<file path="src/rtl/td4_pkg.sv">
// Shared encodings and widths for the TD4 execution controller slice.
package td4_pkg;

  localparam int unsigned TD4_AW    = 4;
  localparam int unsigned TD4_DW    = 8;
  localparam int unsigned TD4_DEPTH = 16;

  typedef enum logic [1:0] {
    CMD_RUN   = 2'b00,
    CMD_HALT  = 2'b01,
    CMD_STEP  = 2'b10,
    CMD_WRITE = 2'b11
  } cmd_op_e;

  typedef enum logic [1:0] {
    ST_HALT = 2'b00,
    ST_RUN  = 2'b01,
    ST_STEP = 2'b10
  } state_e;

endpackage

</file>
<file path="src/rtl/td4_exec_ctrl_if.sv">
// Host command port of the TD4 execution controller.
interface td4_exec_ctrl_if;
  import td4_pkg::*;

  logic              cmd_valid;
  logic              cmd_ready;
  logic [1:0]        cmd_op;
  logic [TD4_AW-1:0] cmd_addr;
  logic [TD4_DW-1:0] cmd_data;

  modport master (
    output cmd_valid,
    output cmd_op,
    output cmd_addr,
    output cmd_data,
    input  cmd_ready
  );

  modport slave (
    input  cmd_valid,
    input  cmd_op,
    input  cmd_addr,
    input  cmd_data,
    output cmd_ready
  );

endinterface

</file>
<file path="src/rtl/td4_prog_mem.sv">
// 16x8 program store: synchronous write and clear, asynchronous read for the core fetch.
module td4_prog_mem
  import td4_pkg::*;
(
  input  logic              clk,
  input  logic              rst,
  input  logic              we,
  input  logic [TD4_AW-1:0] waddr,
  input  logic [TD4_DW-1:0] wdata,
  input  logic [TD4_AW-1:0] raddr,
  output logic [TD4_DW-1:0] rdata
);

  logic [TD4_DW-1:0] mem [TD4_DEPTH];

  // Write port; reset wipes the whole program.
  always_ff @(posedge clk) begin
    if (rst) begin
      for (int i = 0; i < int'(TD4_DEPTH); i++) begin
        mem[i] <= '0;
      end
    end else if (we) begin
      mem[waddr] <= wdata;
    end
  end

  assign rdata = mem[raddr];

endmodule

</file>
<file path="src/rtl/td4_exec_ctrl.sv">
// TD4 execution controller: run/halt/step FSM, run-rate prescaler, fetch breakpoint,
// program memory ownership. cpu_ce, bp_hit and cmd_err are same-cycle decodes of the
// registered state so the core sees the enable in the cycle the tick is due.
module td4_exec_ctrl
  import td4_pkg::*;
#(
  parameter int unsigned DIV_W = 8
) (
  input  logic              clk,
  input  logic              rst,
  td4_exec_ctrl_if.slave    cmd,
  input  logic [DIV_W-1:0]  div,
  input  logic              bp_en,
  input  logic [TD4_AW-1:0] bp_addr,
  input  logic [TD4_AW-1:0] cpu_addr,
  output logic [TD4_DW-1:0] cpu_data,
  output logic              cpu_ce,
  output logic              halted,
  output logic              bp_hit,
  output logic              cmd_err
);

  state_e           st, st_nxt;
  logic [DIV_W-1:0] pre, pre_nxt;
  logic             bp_skip, bp_skip_nxt;
  logic             mem_we;
  logic             cmd_acc;
  logic             bp_match;
  cmd_op_e          op;

  assign op            = cmd_op_e'(cmd.cmd_op);
  assign cmd.cmd_ready = (st != ST_STEP);
  assign cmd_acc       = cmd.cmd_valid & (st != ST_STEP);
  assign bp_match      = bp_en & (cpu_addr == bp_addr);
  assign halted        = (st == ST_HALT);

  // State, prescaler and breakpoint-skip registers.
  always_ff @(posedge clk) begin
    if (rst) begin
      st      <= ST_HALT;
      pre     <= '0;
      bp_skip <= 1'b0;
    end else begin
      st      <= st_nxt;
      pre     <= pre_nxt;
      bp_skip <= bp_skip_nxt;
    end
  end

  // Next state, prescaler countdown, command decode and output pulses.
  always_comb begin
    st_nxt      = st;
    pre_nxt     = pre;
    bp_skip_nxt = bp_skip;
    cpu_ce      = 1'b0;
    bp_hit      = 1'b0;
    cmd_err     = 1'b0;
    mem_we      = 1'b0;

    case (st)
      ST_HALT: begin
        if (cmd_acc) begin
          case (op)
            CMD_RUN: begin
              st_nxt      = ST_RUN;
              pre_nxt     = div;
              bp_skip_nxt = 1'b1;
            end
            CMD_STEP:  st_nxt = ST_STEP;
            CMD_WRITE: mem_we = 1'b1;
            default:   ;
          endcase
        end
      end

      ST_RUN: begin
        if (pre == '0) begin
          pre_nxt = div;
          // Resuming from a breakpoint must execute that instruction once.
          if (bp_match && !bp_skip) begin
            bp_hit = 1'b1;
            st_nxt = ST_HALT;
          end else begin
            cpu_ce      = 1'b1;
            bp_skip_nxt = 1'b0;
          end
        end else begin
          pre_nxt = pre - DIV_W'(1);
        end

        if (cmd_acc) begin
          case (op)
            CMD_HALT:            st_nxt  = ST_HALT;
            CMD_STEP, CMD_WRITE: cmd_err = 1'b1;
            default:             ;
          endcase
        end
      end

      ST_STEP: begin
        cpu_ce = 1'b1;
        st_nxt = ST_HALT;
      end

      default: st_nxt = ST_HALT;
    endcase
  end

  td4_prog_mem u_prog_mem (
    .clk   (clk),
    .rst   (rst),
    .we    (mem_we),
    .waddr (cmd.cmd_addr),
    .wdata (cmd.cmd_data),
    .raddr (cpu_addr),
    .rdata (cpu_data)
  );

endmodule
</file>
<file path="src/flat_wrapper.sv">
// flat-port wrapper written by rule: the top's interface ports become plain ports
module td4_exec_ctrl_flat import td4_pkg::*;
#(
  parameter int unsigned DIV_W = 8
)
  (clk, rst, div, bp_en, bp_addr, cpu_addr, cpu_data, cpu_ce, halted, bp_hit, cmd_err, cmd_cmd_valid, cmd_cmd_op, cmd_cmd_addr, cmd_cmd_data, cmd_cmd_ready);
  td4_exec_ctrl_if cmd_i ();
  input  logic clk;
  input  logic rst;
  input  logic [DIV_W-1:0] div;
  input  logic bp_en;
  input  logic [TD4_AW-1:0] bp_addr;
  input  logic [TD4_AW-1:0] cpu_addr;
  output logic [TD4_DW-1:0] cpu_data;
  output logic cpu_ce;
  output logic halted;
  output logic bp_hit;
  output logic cmd_err;
  input wire logic [$bits(cmd_i.cmd_valid)-1:0] cmd_cmd_valid;
  input wire logic [$bits(cmd_i.cmd_op)-1:0] cmd_cmd_op;
  input wire logic [$bits(cmd_i.cmd_addr)-1:0] cmd_cmd_addr;
  input wire logic [$bits(cmd_i.cmd_data)-1:0] cmd_cmd_data;
  output wire logic [$bits(cmd_i.cmd_ready)-1:0] cmd_cmd_ready;
  assign cmd_i.cmd_valid = cmd_cmd_valid;
  assign cmd_i.cmd_op = cmd_cmd_op;
  assign cmd_i.cmd_addr = cmd_cmd_addr;
  assign cmd_i.cmd_data = cmd_cmd_data;
  assign cmd_cmd_ready = cmd_i.cmd_ready;
  td4_exec_ctrl #(.DIV_W(DIV_W)) u_core (.clk(clk), .rst(rst), .cmd(cmd_i), .div(div), .bp_en(bp_en), .bp_addr(bp_addr), .cpu_addr(cpu_addr), .cpu_data(cpu_data), .cpu_ce(cpu_ce), .halted(halted), .bp_hit(bp_hit), .cmd_err(cmd_err));
endmodule
</file>
<file path="config.mk">
export PLATFORM = sky130hd
export DESIGN_NAME = td4_exec_ctrl_flat
export DESIGN_NICKNAME = d
export VERILOG_FILES = /design/src/rtl/td4_pkg.sv /design/src/rtl/td4_exec_ctrl_if.sv /design/src/rtl/td4_prog_mem.sv /design/src/rtl/td4_exec_ctrl.sv /design/src/flat_wrapper.sv
export SDC_FILE = /design/constraint.sdc
export NUM_CORES = 1
export LEC_CHECK = 0
export ABC_AREA = 1
export BUFFER_PORTS_ARGS = -buffer_cell sky130_fd_sc_hd__buf_4
export CAP_MARGIN = 40
export CELL_PAD_IN_SITES_DETAIL_PLACEMENT = 1
export CELL_PAD_IN_SITES_GLOBAL_PLACEMENT = 1
export CORE_UTILIZATION = 43
export CTS_CLUSTER_DIAMETER = 40
export DETAILED_ROUTE_END_ITERATION = 10
export GPL_ROUTABILITY_DRIVEN = 0
export PLACE_DENSITY = 0.84
export SLEW_MARGIN = 30
export SYNTH_ARGS = -nofsm -noshare
export SYNTH_HDL_FRONTEND = slang
export SYNTH_SLANG_ARGS = --single-unit
</file>
<file path="constraint.sdc">
create_clock -name clk -period 2.14 [get_ports clk]
set_input_delay 0.107 -clock clk [delete_from_list [all_inputs] [get_ports clk]]
set_output_delay 0.107 -clock clk [all_outputs]
set_load 0.05 [all_outputs]
</file>
==> out/summary.txt <==
Row cnt - 45
Worst path cell trace - inv_1, ha_1, nand3_1, nor2_2, inv_1, nor2_1, nand2_1, a21boi_1, buf_4
Hold WS - 0.0508 ns
CTS Buf Count - 17
IO buf count - 46
I/O Pins - 47
Remaining Overflow, GRT - 0
Filler cell count - 1625
Arrival time at the worst endpoint - 1.98 ns
Skew final - 0.00350 ns
Vias in the first global route - 5418
DP HPWL - 12.7 mm
Max_cap viols - 0
Synthesis Warnings - 0
Clk root buf - clkbuf_16
DR WL/cell - 20.5 um
Setup Viol. Count Final - 0
Worst hold-check path type - in2reg
EDFF count, synth - 128
Worst skew pair latency - 0.43 ns
Total wire length - 18.9 mm
H-tree Lvls - 4
Die W - 126 um
Wire length of the first global-routing pass - 29.3 mm
Status - finished, final reports clean
Area growth, synth to finish - 21.5%
Peak VDD IR - 515 uV
Share of the synthesized area in the top cell type - 57.9%
Detailed Routing Iterations Pass 1 - 5
Slowest CP cell - dfxtp_1
Initial antenna violation count - 0
Worst-Margin Slew - 0.798 ns
Syn Std Cell Area - 0.00664 mm^2
Yosys reg bits - 139
Clock power share - 42.2%
Top delay family on crit path - simple AND/OR/NAND/NOR gates
Ys flop type - edfxtp_1
TritonCTS clock tree - built
P_sw - 0.00179 W
Total track usage - 25.0%
Critical Path Max Stage Delay - 0.31 ns
Ys async rst share - 0%
Power share of the combinational group - 12.9%
Worst-case clock buffer depth - 2
CP bufs+invs - 3
Post-synthesis area per instance - 9.87 um^2
Leakage power - 3.32 nW
Via count - 5224
Critical-path maximum fanout - 4
Post-Route Setup TNS - 0 ns
Net total in the final layout - 760
Post-Syn Nets - 711
Unrepaired setup endpoints after global routing - true
Min Tclk post-route - 2.09 ns
Net Sw Frac - 25.8%
Area leader, netlist - edfxtp_1
Pwr Total - 0.00694 W
Post-route clock period utilization - 97.5%
DRT antenna net count - 0
Initial DRC Count - 503
Initial core utilization - 43.9%
Largest net degree at the start of global routing - 66
Hold_sp - div[2]
Origin of the critical flop-to-flop path - u_core.st[0]
Synth cell types - 27
Critical path required time - 2.03 ns
Final hold violations - 0
Crit start category - register
Routed vias/inst - 5.66
Internal power - 0.00515 W
Top cells by count, synth - nor2_1 (216), edfxtp_1 (128), o21ai_0 (72), nand2_1 (61), inv_1 (36)
Post-layout util - 53.3%
Setup CP Type - reg2out
Area of the core - 0.0151 mm^2
Pwr/cell area - 860 mW/mm^2
Full die area - 0.0160 mm^2
CP Launch Point - u_core.pre[0]
Most used cell, CP - inv_1
Cell with the most instances after synthesis - nor2_1
Final Max Slew Viols - 0
Register area share after synthesis - 61.2%
Seq pwr share - 44.9%
Clk slew on worst S/H paths - 0.06 ns
Syn Inst Count - 673
Relative slew margins - 46.7%
Max Fclk - 479 MHz
Die height - 126 um
Antenna cell count - 0
Crit path capture type - output pin
CTS sink count - 139
# DRC - 0
Area contributors post-synth - edfxtp_1 (58%), nor2_1 (12%), o21ai_0 (5.4%)
Layout cells sized above 1 - 18.8%
## cell usage in the layout (no fill, tap or decap), types with 9 or more instances in the layout
| cell type | count |
|---|---|
| inv_1 | 34 |
| clkbuf_16 | 17 |
| nand3_1 | 17 |
| nand2_1 | 45 |
| edfxtp_1 | 128 |
| buf_4 | 54 |
| o211ai_1 | 9 |
| dfxtp_1 | 10 |
| nand2_4 | 32 |
| o22ai_1 | 10 |
| nor2_1 | 215 |
| a21oi_1 | 12 |
| o221ai_1 | 23 |
| o21ai_0 | 72 |
## kinds of logic (layout without fill, tap and decap cells)
family          Yosys count  in the layout  share of synthesized area, %
buf+inv                  75            137                          4.43
compound gates          128            128                          11.5
simple gates            326            326                          22.0
fa+ha+maj                 4              4                         0.753
flops                   139            139                          61.2
xor+xnor                  1              1                         0.132
## final timing paths
check                                               endpoint  cells after the start  slack, ns
worst max register to register  u_core.u_prog_mem.mem[15][5]                     10       0.12
worst min register to register                 u_core.pre[2]                      2       0.47
worst min-delay path                           u_core.pre[2]                      5       0.05
worst max-delay path                                  cpu_ce                      9       0.05
## sequential cells by signal, summed over array words and instances, names as in the netlist
| signal | count |
|---|---|
| u_core.pre | 8 |
| u_core.bp_skip | 1 |
| u_core.u_prog_mem.mem | 128 |
| u_core.st | 2 |
## metrics by stage
step	area (um^2)	setup WS, ns	std cells
final	8070	0.0532	923
after global placement	7400	0.0516	885
after floorplan	6790	-0.0317	673
after CTS	8020	0.00474	921
after detailed placement	7400	-0.000917	885
after global routing	8070	-0.122	923
## per-layer routing
| metal | vias up | global-route usage [%] | share of wire [%] |
|---|---|---|---|
| met2 | 182 | 43.8 | 51 |
| met3 | 47 | 4.05 | 4.5 |
| met1 | 2568 | 30.0 | 41 |
| met5 | - | 0 | 0 |
| met4 | 0 | 12.7 | 3.5 |
| li1 | 2427 | - | - |
## power by group through the flow
stage	Clock, W	Combinational [W]	Sequential [W]
floorplan	0	0.000579	0.00315
global placement	0	0.000843	0.00316
detailed placement	0	0.000877	0.00317
CTS	0.00293	0.000890	0.00312
global route	0.00303	0.000972	0.00312
finish	0.00293	0.000897	0.00311
## tightest hold or removal path: stages
cell and delay, ns:
buf_4 0.08, nor2_1 0.03, nor2_1 0.07, nand2_1 0.06, a21oi_1 0.10
## layout make-up
type	instances	area, um^2	area share [%]
repair buffers	66	601	7.44
flip-flops and latches	139	4070	50.4
multi-input cells	459	2440	30.2
well taps	188	235	2.91
clock inverters	15	156	1.94
clock buffers	17	425	5.27
inverters	39	150	1.86
## timing repair
action | 4_1_cts | 5_1_grt
endpoints found under the hold margin | 11 | 0
hold buffers | 4 | 0
setup buffers | 0 | 1
pin swaps | 1 | 3
endpoints found under the setup margin | 32 | 121
gates resized for setup | 0 | 2
(Power assumes the default switching activity.)
